### config.mk
export PLATFORM = sky130hd
export DESIGN_NAME = systick_timer_flat
export DESIGN_NICKNAME = d
export VERILOG_FILES = /design/src/rtl/systick_timer_if.sv /design/src/rtl/systick_timer.sv /design/src/flat_wrapper.sv
export SDC_FILE = /design/constraint.sdc
export NUM_CORES = 1
export LEC_CHECK = 0
export BUFFER_PORTS_ARGS = -buffer_cell sky130_fd_sc_hd__buf_2
export CELL_PAD_IN_SITES_DETAIL_PLACEMENT = 2
export CELL_PAD_IN_SITES_GLOBAL_PLACEMENT = 2
export CORE_MARGIN = 1.5
export CORE_UTILIZATION = 30
export CTS_CLUSTER_DIAMETER = 80
export DETAILED_ROUTE_END_ITERATION = 8
export GPL_TIMING_DRIVEN = 0
export PLACE_DENSITY_LB_ADDON = 0.1
export SLEW_MARGIN = 10
export SYNTH_ARGS = -nofsm -noshare
export SYNTH_HDL_FRONTEND = slang
export SYNTH_SLANG_ARGS = --single-unit
export TNS_END_PERCENT = 1
### constraint.sdc
create_clock -name clk -period 2.2 [get_ports clk]
set_input_delay 0.22 -clock clk [delete_from_list [all_inputs] [get_ports clk]]
set_output_delay 0.22 -clock clk [all_outputs]
set_load 0.05 [all_outputs]
### src/rtl/systick_timer_if.sv
// Register bus between a bus master and the systick timer.
// The timer is a zero-wait-state 8-bit slave.
interface systick_timer_if;
  logic [2:0] WB_ADRi;
  logic [7:0] WB_DATi;
  logic [7:0] WB_DATo;
  logic       WB_WEi;
  logic       WB_CYCi;
  logic       WB_STBi;
  logic       WB_ACKo;

  modport master (
    output WB_ADRi, WB_DATi, WB_WEi, WB_CYCi, WB_STBi,
    input  WB_DATo, WB_ACKo
  );

  modport slave (
    input  WB_ADRi, WB_DATi, WB_WEi, WB_CYCi, WB_STBi,
    output WB_DATo, WB_ACKo
  );
endinterface

### src/rtl/systick_timer.sv
// Register-programmed down-counting tick timer with an 8-bit prescaler.
// Periodic or one-shot mode, W1C pending flag and a level interrupt.
module systick_timer (
  input  logic           clk,
  input  logic           rst,
  systick_timer_if.slave bus,
  output logic           IRQ
);

  typedef enum logic [2:0] {
    A_CTRL = 3'd0,
    A_RLD0 = 3'd1,
    A_RLD1 = 3'd2,
    A_CNT0 = 3'd3,
    A_CNT1 = 3'd4,
    A_PSC  = 3'd5,
    A_STAT = 3'd6,
    A_NONE = 3'd7
  } addr_e;

  addr_e       addr;
  logic        wr;
  logic        rd;

  logic        en;
  logic        periodic;
  logic        irqen;
  logic        pend;
  logic [15:0] reload;
  logic [7:0]  psc;
  logic [15:0] count;
  logic [7:0]  pcnt;
  logic [7:0]  cnt1_shadow;

  logic        ctrl_wr;
  logic        start;
  logic        tick;
  logic        expire;

  assign addr    = addr_e'(bus.WB_ADRi);
  assign wr      = bus.WB_CYCi & bus.WB_STBi & bus.WB_WEi;
  assign rd      = bus.WB_CYCi & bus.WB_STBi & ~bus.WB_WEi;

  assign ctrl_wr = wr && (addr == A_CTRL);
  assign start   = ctrl_wr && bus.WB_DATi[7] && !en;
  // A PSC written below pcnt never matches until pcnt wraps through 0xFF.
  assign tick    = en && (pcnt == psc);
  assign expire  = tick && (count == 16'h0000);

  // Control and configuration registers.
  // NOTE: every register in a clocked process is assigned with <= so all
  // updates on an edge see the pre-edge values of the other registers.
  always_ff @(posedge clk or posedge rst) begin
    if (rst) begin
      en       <= 1'b0;
      periodic <= 1'b0;
      irqen    <= 1'b0;
      reload   <= 16'h0000;
      psc      <= 8'h00;
    end else begin
      if (ctrl_wr) begin
        // A bus write of EN takes precedence over the one-shot auto-stop.
        en       <= bus.WB_DATi[7];
        periodic <= bus.WB_DATi[6];
        irqen    <= bus.WB_DATi[5];
      end else if (expire && !periodic) begin
        en <= 1'b0;
      end
      if (wr && (addr == A_RLD0)) reload[7:0]  <= bus.WB_DATi;
      if (wr && (addr == A_RLD1)) reload[15:8] <= bus.WB_DATi;
      if (wr && (addr == A_PSC))  psc          <= bus.WB_DATi;
    end
  end

  // Prescaler and main down-counter.
  always_ff @(posedge clk or posedge rst) begin
    if (rst) begin
      count <= 16'h0000;
      pcnt  <= 8'h00;
    end else if (start) begin
      count <= reload;
      pcnt  <= 8'h00;
    end else if (en) begin
      if (tick) begin
        pcnt <= 8'h00;
        if (count != 16'h0000) begin
          count <= count - 16'd1;
        end else if (periodic) begin
          count <= reload;
        end
      end else begin
        pcnt <= pcnt + 8'd1;
      end
    end
  end

  // Pending flag: a set on expiry wins over a same-cycle W1C.
  always_ff @(posedge clk or posedge rst) begin
    if (rst) begin
      pend <= 1'b0;
    end else if (expire) begin
      pend <= 1'b1;
    end else if (wr && (addr == A_STAT) && bus.WB_DATi[0]) begin
      pend <= 1'b0;
    end
  end

  // Reading CNT0 freezes the high byte so a following CNT1 read is coherent.
  always_ff @(posedge clk or posedge rst) begin
    if (rst) begin
      cnt1_shadow <= 8'h00;
    end else if (rd && (addr == A_CNT0)) begin
      cnt1_shadow <= count[15:8];
    end
  end

  // Read data is decoded from the address alone, also while in reset.
  // NOTE: the output gets a default before the case so no latch is inferred.
  always_comb begin
    bus.WB_DATo = 8'h00;
    case (addr)
      A_CTRL: bus.WB_DATo = {en, periodic, irqen, 5'b00000};
      A_RLD0: bus.WB_DATo = reload[7:0];
      A_RLD1: bus.WB_DATo = reload[15:8];
      A_CNT0: bus.WB_DATo = count[7:0];
      A_CNT1: bus.WB_DATo = cnt1_shadow;
      A_PSC:  bus.WB_DATo = psc;
      A_STAT: bus.WB_DATo = {7'b0000000, pend};
      A_NONE: bus.WB_DATo = 8'h00;
      default: bus.WB_DATo = 8'h00;
    endcase
  end

  assign bus.WB_ACKo = 1'b1;
  assign IRQ         = pend & irqen;

endmodule
### src/flat_wrapper.sv
// flat-port wrapper written by rule: the top's interface ports become plain ports
module systick_timer_flat 
  (clk, rst, IRQ, bus_WB_ADRi, bus_WB_DATi, bus_WB_WEi, bus_WB_CYCi, bus_WB_STBi, bus_WB_DATo, bus_WB_ACKo);
  systick_timer_if bus_i ();
  input  logic clk;
  input  logic rst;
  output logic IRQ;
  input wire logic [$bits(bus_i.WB_ADRi)-1:0] bus_WB_ADRi;
  input wire logic [$bits(bus_i.WB_DATi)-1:0] bus_WB_DATi;
  input wire logic [$bits(bus_i.WB_WEi)-1:0] bus_WB_WEi;
  input wire logic [$bits(bus_i.WB_CYCi)-1:0] bus_WB_CYCi;
  input wire logic [$bits(bus_i.WB_STBi)-1:0] bus_WB_STBi;
  output wire logic [$bits(bus_i.WB_DATo)-1:0] bus_WB_DATo;
  output wire logic [$bits(bus_i.WB_ACKo)-1:0] bus_WB_ACKo;
  assign bus_i.WB_ADRi = bus_WB_ADRi;
  assign bus_i.WB_DATi = bus_WB_DATi;
  assign bus_i.WB_WEi = bus_WB_WEi;
  assign bus_i.WB_CYCi = bus_WB_CYCi;
  assign bus_i.WB_STBi = bus_WB_STBi;
  assign bus_WB_DATo = bus_i.WB_DATo;
  assign bus_WB_ACKo = bus_i.WB_ACKo;
  systick_timer u_core (.clk(clk), .rst(rst), .bus(bus_i), .IRQ(IRQ));
endmodule
==> results.md, run 1 <==
- Status: finished, final reports clean
- Vias in the first global route: 3257
- Largest net degree at the start of global routing: 60
- Fill count: 1242
- Internal power: 2700 uW
- GPL Wtd Cong: 0.777
- Vias: 2938
- Slew headroom: 0.287
- Worst-margin pin slew: 1.07 ns
- Die ar.: 12600 um^2
- RR Startpoint: u_core.count[0]
- Hold_sp: bus_WB_DATi[4]
- Yosys top cell by area: dfrtp_1
- Post-layout util: 0.374
- DR vias/cell: 5.54
- Total Wirelength: 12400 um
- Clock slew at reported path FFs: 0.05 ns
- Antenna-violating nets left: 0
- CTS tree: yes
- Synth top area share: 0.419
- Top routing layer used: met4
- Worst-Skew Late Latency: 0.34 ns
- Clock skew: 0.00475 ns
- Synth area leaders: dfrtp_1 (42%), mux2_2 (11%), mux2i_1 (3.3%)
- Layout cell share with drive strength beyond 1: 0.333
- Synth warn: 0
- Met1 Routed Length: 5710 um
- Part of the power in registers: 0.390
- P_sw: 1600 uW
- Antenna diodes: 0
- Power Total: 4300 uW
- Avg WL per Cell: 23.4 um
- Gate Count Post-Synth: 346
- Asr flop ratio synth: 1.00
- RSZ-0062 raised after global routing: true
- Final hold violations: 0
- Met3 wire len: 474 um
- Number of synthesized flops with an enable pin: 0
- Leakage power: 0.00187 uW
- Final HPWL DP: 9040 um
- Pins Over Slew Limit: 0
- Root Buffer: clkbuf_16
- CP required: 2.40 ns
- Main flop type after synthesis: dfrtp_1
- Most frequent cell after synthesis: dfrtp_1
- Post-synthesis register bit count: 60
- Clock H-tree levels: 3
- DR WL met2: 5960 um
- Total GRT Usage: 0.210
- Congestion Overflow GR: 0
- IO Pins: 26
- Worst Setup SP: u_core.count[0]
- Startpoint types: flip-flop
- First-pass GRT wire length: 19500 um
- Area growth from synthesis to final layout: 20.2%
- Cell area power density: 998 nW/um^2
- Min-delay worst type: in -> reg
- Min cycle time layout: 2.12 ns
- CORE AREA: 11500 um^2
- Design area: 4310 um^2
- Synth top cells by count: dfrtp_1 (60), mux2_2 (35), inv_1 (21)
- Fmax: 473 MHz
- Clock power frac: 0.306
- Starting DRT DRC Count: 166
- Num rows: 39
- Post-layout nets: 402
- Syn Nets: 365
- Die Wd: 112 um
- Setup crit end kind: flip-flop
- Unique masters post-synth: 62
- DRC Markers: 0
- Tcrit/Tclk final: 0.961
- Clock sink count: 60
- Clock buffer depth: 2
- Initial core utilization: 0.311
- Detailed Routing Iterations Pass 1: 6
- IO buf count: 22
- MaxCap Viol Count: 0
- Post-placement cell area: 3910 um^2
- Worst EP arrival: 2.32 ns
- Initial antenna violation count: 0
- Syn_area_per_cell: 10.4 um^2
- Logic pwr share: 0.304
- Setup Crit Path Kind: reg -> reg
- Critical path fanouts, max: 10
- Final setup violation count: 0
- CTS Buf Count: 9
- Die Y: 112 um
- Peak VDD IR: 537 uV
- Post-Syn Area: 3590 um^2
- Sw Ratio: 0.372
- Seq/Total Area, Yosys: 0.419
[worst paths after layout]
check,cells past startpoint,endpoint,slack (ns)
max,8,u_core.count[4],0.08
min,2,u_core.psc[4],0.15
max reg2reg,8,u_core.count[4],0.08
min reg2reg,1,u_core.cnt1_shadow[0],0.51
max in group asynchronous,4,u_core.count[1],1.40
min in group asynchronous,3,u_core.psc[7],0.29
[flip-flops by register name, summed over array words and instances (netlist names)]
| name | flops |
|---|---|
| u_core.en | 1 |
| u_core.count | 16 |
| u_core.psc | 8 |
| u_core.reload | 16 |
| u_core.pend | 1 |
| u_core.periodic | 1 |
| u_core.irqen | 1 |
| u_core.pcnt | 8 |
| u_core.cnt1_shadow | 8 |
[timing repair]
action | 4_1_cts | 5_1_grt
buffers inserted | 0 | 2
hold buffers | 1 | 0
gates resized for setup | 8 | 21
gates cloned | 0 | 0
setup endpoints to repair | 28 | 23
hold endpoints to repair | 60 | 0
pin swaps | 0 | 4
[per-layer routing]
metal,vias to the layer above,global-route usage
met5,-,0
met2,56,0.335
met1,1498,0.280
li1,1366,-
met3,18,0.0400
met4,0,0.0920
[cells by family after synthesis]
family,count (synthesis),share of synthesized area
AND/OR/NAND/NOR,92,0.170
AO/OA/AOI/OAI,90,0.170
flip-flops,60,0.419
multiplexers,48,0.148
buffers and inverters,41,0.0558
XOR/XNOR,11,0.0269
adder cells (fa/ha/maj),3,0.0105
other,1,0.00105
[cell usage in the layout, fill, tap and decap left out, types with 2 or more instances in the layout]
cell and instances:
dfrtp_1 58, o22ai_1 18, nand3_1 4, xor2_1 11
nor4_1 5, a211oi_2 6, dfrtp_2 2, buf_6 5
or3_1 3, a22oi_1 4, o31ai_1 3, nand2b_1 2
buf_2 27, nor3_1 9, o21ai_1 6, a22o_1 5
nand2_1 18, clkbuf_8 2, o21ai_0 15, nor2_1 12
clkinv_2 2, or2_4 2, and3_1 5, clkbuf_2 5
mux2_2 35, ha_1 3, mux2i_1 12, nor4_4 4
nor4_2 2, inv_1 19, nor2b_1 3, nor3_2 3
nand4_1 3, clkbuf_16 9, buf_4 4, a211oi_1 6
clkbuf_1 4, a21oi_1 14
[cell type report]
type | instances | area [um^2] | area share
Tap cell | 143 | 179 | 0.0415
Inverter | 21 | 81.3 | 0.0189
Timing Repair Buffer | 26 | 163 | 0.0377
Clock inverter | 2 | 10.0 | 0.00232
Buffer | 20 | 136 | 0.0316
Multi-Input combinational cell | 245 | 1980 | 0.459
Clock buffer | 13 | 260 | 0.0604
Sequential cell | 60 | 1500 | 0.349
[power groups by stage]
stage	Combinational [uW]	Sequential [uW]	Clock, uW
6_report	1310	1680	1320
5_1_grt	1440	1720	1380
2_1_floorplan	977	1560	0
3_5_place_dp	1270	1690	0
4_1_cts	1290	1670	1350
3_3_place_gp	1230	1680	0
[per-stage QoR]
stage	hold WS (ns)	worst slack, ns	std cells	setup TNS [ns]
after floorplan	0.337	-0.169	346	-0.337
after global placement	0.479	-0.519	511	-34.49
after detailed placement	0.0917	-0.435	512	-3.84
after CTS	0.136	-0.0332	528	-0.0332
after global routing	0.150	-0.0262	530	-0.0371
final	0.146	0.0847	530	0
[worst max-delay path, cell delays in order, from the launching register on]
cell and delay (ns):
dfrtp_2 0.41, inv_2 0.07, ha_1 0.20, nor4b_4 0.13, and4_4 0.21, a31o_2 0.32, clkbuf_4 0.24, a211oi_2 0.28
o22ai_1 0.13
(Power assumes the default switching activity.)
==> run 2, diff against run 1 <==
CELL_PAD_IN_SITES_DETAIL_PLACEMENT = not set   (was 2)
CELL_PAD_IN_SITES_GLOBAL_PLACEMENT = not set   (was 2)
PLACE_DENSITY_LB_ADDON = not set   (was 0.1)
==> run 2 against run 1 <==
  * The run now ends with design-rule violations left
  * Global-route usage down 4.3 points
  * Routed wire length shrank 21%
  * Worst setup slack worse by 0.044 ns
  * Flip-flop and latch count stayed put
  * Die area unchanged
  * Sequential power about the same
  * Worst hold slack lost 0.12 ns
  * Clock skew fell by 0.0016 ns
  * Power shrank 2.9%
  * Critical endpoint is now u_core.count[14]
==> results.md, run 2 (synthesized netlist as in run 1, its figures left out) <==
- Status: complete, but fails checks
- Violations in the final reports: design-rule violations
- Setup Crit Path Kind: reg -> reg
- Vias in the first global route: 3021
- First-pass GRT wire length: 16400 um
- Avg WL per Cell: 18.6 um
- Clock buffer depth: 2
- CP required: 2.45 ns
- IO Pins: 26
- DRC Markers: 6
- Cell area power density: 996 nW/um^2
- Design area: 4200 um^2
- Starting DRT DRC Count: 288
- Hold WS: 0.0216 ns
- Die Y: 112 um
- Total GRT Usage: 0.168
- Pre-CTS worst setup slack: -0.114 ns
- Fmax: 463 MHz
- Number of post-CTS setup repair buffers: 0
- Slew headroom: 0.400
- GPL Wtd Cong: 0.909
- Clock H-tree levels: 3
- Post-placement cell area: 3880 um^2
- DR vias/cell: 5.62
- Tcrit/Tclk final: 0.981
- Largest net degree at the start of global routing: 61
- Final setup violation count: 0
- Layout cell share with drive strength beyond 1: 0.305
- Power Total: 4180 uW
- Leakage power: 0.00181 uW
- Detailed Routing Iterations Pass 1: 8
- Min-delay worst type: in -> async
- Clock slew at reported path FFs: 0.05 ns
- Die ar.: 12600 um^2
- Initial antenna violation count: 0
- Final hold violations: 0
- Clock skew: 0.00313 ns
- Worst-Skew Late Latency: 0.32 ns
- Most common cell after layout, fill and taps aside: dfrtp_1
- Worst EP arrival: 2.41 ns
- Congestion Overflow GR: 0
- Worst-margin pin slew: 0.897 ns
- Final HPWL DP: 7130 um
- Post-layout nets: 398
- Most frequent cells in the layout: dfrtp_1 (58), mux2_2 (35), buf_2 (26)
- Num rows: 39
- Min cycle time layout: 2.16 ns
- Peak VDD IR: 405 uV
- Total Wirelength: 9820 um
- CTS tree: yes
- MaxCap Viol Count: 0
- Startpoint types: flip-flop
- Area growth from synthesis to final layout: 17.0%
- Setup crit end kind: flip-flop
- Hold buffers post-CTS: 0
- PnR worst setup slack: 0.0411 ns
- CORE AREA: 11500 um^2
- Critical path fanouts, max: 6
- Post-layout util: 0.364
- Antenna diodes: 0
- Vias: 2961
- Top Registers: u_core.count x16, u_core.reload x16
- IO buf count: 22
- RSZ-0062 raised after global routing: true
- Die Wd: 112 um
- Worst r2r path cells: 7
- Clock sink count: 60
- Initial core utilization: 0.311
- Pins Over Slew Limit: 0
- Antenna-violating nets left: 0
- Root Buffer: clkbuf_16
- CTS Buf Count: 9
==> run 2: worst max-delay path, stage by stage, from the launching register on <==
cell and delay (ns):
dfrtp_2 0.43, inv_1 0.12, ha_2 0.21, or3b_4 0.43, nor3_4 0.22, nand2_1 0.10
a2111oi_2 0.42, a2bb2oi_2 0.16
==> run 2: path summary, 6_finish.rpt <==
check / from / end / slack (ns)
setup / recovery: u_core.count[1] / u_core.count[14] / 0.04
min in group clk: bus_WB_DATi[3] / u_core.psc[3] / 0.17
hold / removal: rst / u_core.pcnt[7] / 0.02
setup reg to reg: u_core.count[1] / u_core.count[14] / 0.04
max in group asynchronous: rst / u_core.count[0] / 1.61
hold reg to reg: u_core.cnt1_shadow[0] / u_core.cnt1_shadow[0] / 0.50
==> run 2: area by class of cell <==
cell class / instances / area (um^2)
clock inverter: 2 / 10.0
inverter: 21 / 81.3
fill: 1157 / 7320
sequential: 60 / 1500
buffer: 20 / 129
multi-input combinational: 245 / 1930
tap: 143 / 179
timing repair buffer: 22 / 110
clock buffer: 14 / 254
==> run 2: layer usage <==
layer | GRT usage | up-vias | part of all wire
met5 | 0 | - | 0
met4 | 0.0489 | 0 | 0.018
met3 | 0.0427 | 18 | 0.068
met2 | 0.245 | 116 | 0.43
met1 | 0.245 | 1466 | 0.48
li1 | - | 1361 | -
==> run 2: metrics by stage <==
stage / std cells / TNS [ns]
4_1_cts: 527 / 0
3_3_place_gp: 511 / -19.25
5_1_grt: 527 / -0.0664
2_1_floorplan: 346 / -0.337
6_report: 527 / 0
3_5_place_dp: 511 / -0.915
==> run 2: power breakdown <==
part / internal (uW) / switching, uW
Sequential: 1360 / 323
Clock: 789 / 460
Combinational: 526 / 726
==> run 2: what timing repair did <==
item                       CTS  global route
cloned                       0             0
setup endpoints to repair   16            25
gates resized for setup      3            15
==> run 3, diff against run 2 <==
GPL_TIMING_DRIVEN = not set   (was 0)
SLEW_MARGIN = not set   (was 10)
==> run 3 against run 2 <==
  * The flow still finishes with violations (design-rule violations)
  * Worst hold slack gained 0.14 ns
  * Sequential share of layout area shrank 0.91 points
  * Clock power up 21%
  * Critical path depth unchanged
  * Routed wire length grew 1.9%
  * Fmax increased by 5.0%
  * Die area is the same
  * Power increased by 6.4%
  * Clock skew grew 0.0025 ns
==> results.md, run 3 (synthesized netlist as in run 1, its figures left out) <==
- First-pass GRT wire length: 16100 um
- Starting DRT DRC Count: 186
- Area growth from synthesis to final layout: 19.9%
- Worst-Skew Late Latency: 0.33 ns
- IO Pins: 26
- Min cycle time layout: 2.06 ns
- GRT met3 Usage: 0.0367
- Met2 Use GR: 0.255
- Crit-path cells: inv_1, ha_1, or3b_4, nor3_2, nand2_1, a2111oi_2, a2bb2oi_2
- CTS tree: yes
- Die Wd: 112 um
- GPL Wtd Cong: 0.868
- Min-delay worst type: in -> reg
- Violations in the final reports: design-rule violations
- Worst path slowest cell: or3b_4
- Most common cell after layout, fill and taps aside: dfrtp_1
- Final setup violation count: 0
- CTS Buf Count: 9
- Clock skew: 0.00560 ns
- Initial antenna violation count: 0
- Initial core utilization: 0.311
- DRC Markers: 2
- Congestion Overflow GR: 0
- Layer with the highest usage: met2
- Layout cell share with drive strength beyond 1: 0.316
- Status: complete, but fails checks
- Num rows: 39
- Die ar.: 12600 um^2
- Total GRT Usage: 0.166
- Final hold violations: 0
- CORE AREA: 11500 um^2
- Post-layout nets: 407
- MaxCap Viol Count: 0
- Antenna diodes: 0
- Antenna-violating nets left: 0
- Clock sink count: 60
- Post-layout util: 0.373
- Fmax: 486 MHz
- Setup Crit Path Kind: reg -> reg
- Clock slew at reported path FFs: 0.05 ns
- Avg WL per Cell: 18.7 um
- Setup crit end kind: flip-flop
- Clock H-tree levels: 3
- RSZ-0062 raised after global routing: false
- Hold WS: 0.161 ns
- Clock buffer depth: 2
- Vias: 2989
- Top Registers: u_core.count x16, u_core.reload x16
- Leakage power: 0.00188 uW
- Final HPWL DP: 7320 um
- Total Wirelength: 10000 um
- Largest stage delay, worst path: 0.44 ns
- Tcrit/Tclk final: 0.935
- Fill count: 1127
- Largest net degree at the start of global routing: 24
- Startpoint types: flip-flop
- Power Total: 4450 uW
- Post-placement cell area: 3960 um^2
- Vias in the first global route: 2979
- Die Y: 112 um
- Design area: 4300 um^2
- Worst EP arrival: 2.31 ns
- Final Non-Filler Cells: 536
- Global Route met1 Usage: 0.235
- Number of post-CTS setup repair buffers: 0
- Cell area power density: 1030 nW/um^2
- Peak VDD IR: 345 uV
- Root Buffer: clkbuf_16
- Detailed Routing Iterations Pass 1: 9
- Most frequent cells in the layout: dfrtp_1 (60), mux2_2 (35), buf_4 (26)
- Pins Over Slew Limit: 0
- IO buf count: 24
- DR vias/cell: 5.58
- CP required: 2.45 ns
- Critical path fanouts, max: 6
- Cells after DPL: 519
[run 3: cell types whose count changed in the layout (fill, tap and decap cells not counted), sizes merged]
cell         delta
buf            +15
clkbuf          -9
bufinv          +2
clkinv          -1
clkinvlp        +1
dlygate4sd3     +1
[run 3: stage by stage]
step | setup WS, ns | TNS [ns]
3_3_place_gp | 0.0564 | 0
2_1_floorplan | -0.169 | -0.337
4_1_cts | 0.101 | 0
3_5_place_dp | 0.0187 | 0
5_1_grt | 0.00349 | 0
6_report | 0.144 | 0
[run 3: per-layer routing]
metal	vias up	wire, um
met5	-	0
met4	0	133
met3	14	613
met2	94	4550
met1	1510	4710
li1	1371	-
[run 3: critical path, delay by kind of cell, from the launching register on]
family | cells | cell delay, ns
buf+inv | 1 | 0.12
compound gates | 2 | 0.59
simple gates | 3 | 0.70
fa+ha+maj | 1 | 0.20
flops | 1 | 0.37
[run 3: cell type report]
type                            count  area [um^2]  share of cell area
Multi-Input combinational cell    245         1900               0.441
Timing Repair Buffer               51          325              0.0757
Inverter                           21         78.8              0.0183
Sequential cell                    60         1500               0.349
Clock inverter                      4         72.6              0.0169
Tap cell                          143          179              0.0416
Clock buffer                       12          246              0.0573
[run 3: repair_timing]
item / CTS / global route
hold endpoints to repair: 18 / 0
resized for setup: 1 / 2
setup endpoints to repair: 3 / 5
hold buffers: 1 / 0
[run 3: final timing paths]
path | from | cells past startpoint | slack, ns | endpoint
min reg2reg | u_core.cnt1_shadow[4] | 1 | 0.53 | u_core.cnt1_shadow[4]
max | u_core.count[0] | 7 | 0.14 | u_core.count[14]
min in group asynchronous | rst | 3 | 0.43 | u_core.pcnt[3]
max reg2reg | u_core.count[0] | 7 | 0.14 | u_core.count[14]
max in group asynchronous | rst | 4 | 1.10 | u_core.count[8]
min | bus_WB_DATi[6] | 3 | 0.16 | u_core.periodic
[run 3: power breakdown]
group / switching, uW / total (uW) / leakage, uW / internal [uW]
logic: 745 / 1300 / 0.00101 / 554
clock network: 494 / 1510 / 0.000153 / 1020
registers: 283 / 1630 / 0.000722 / 1350
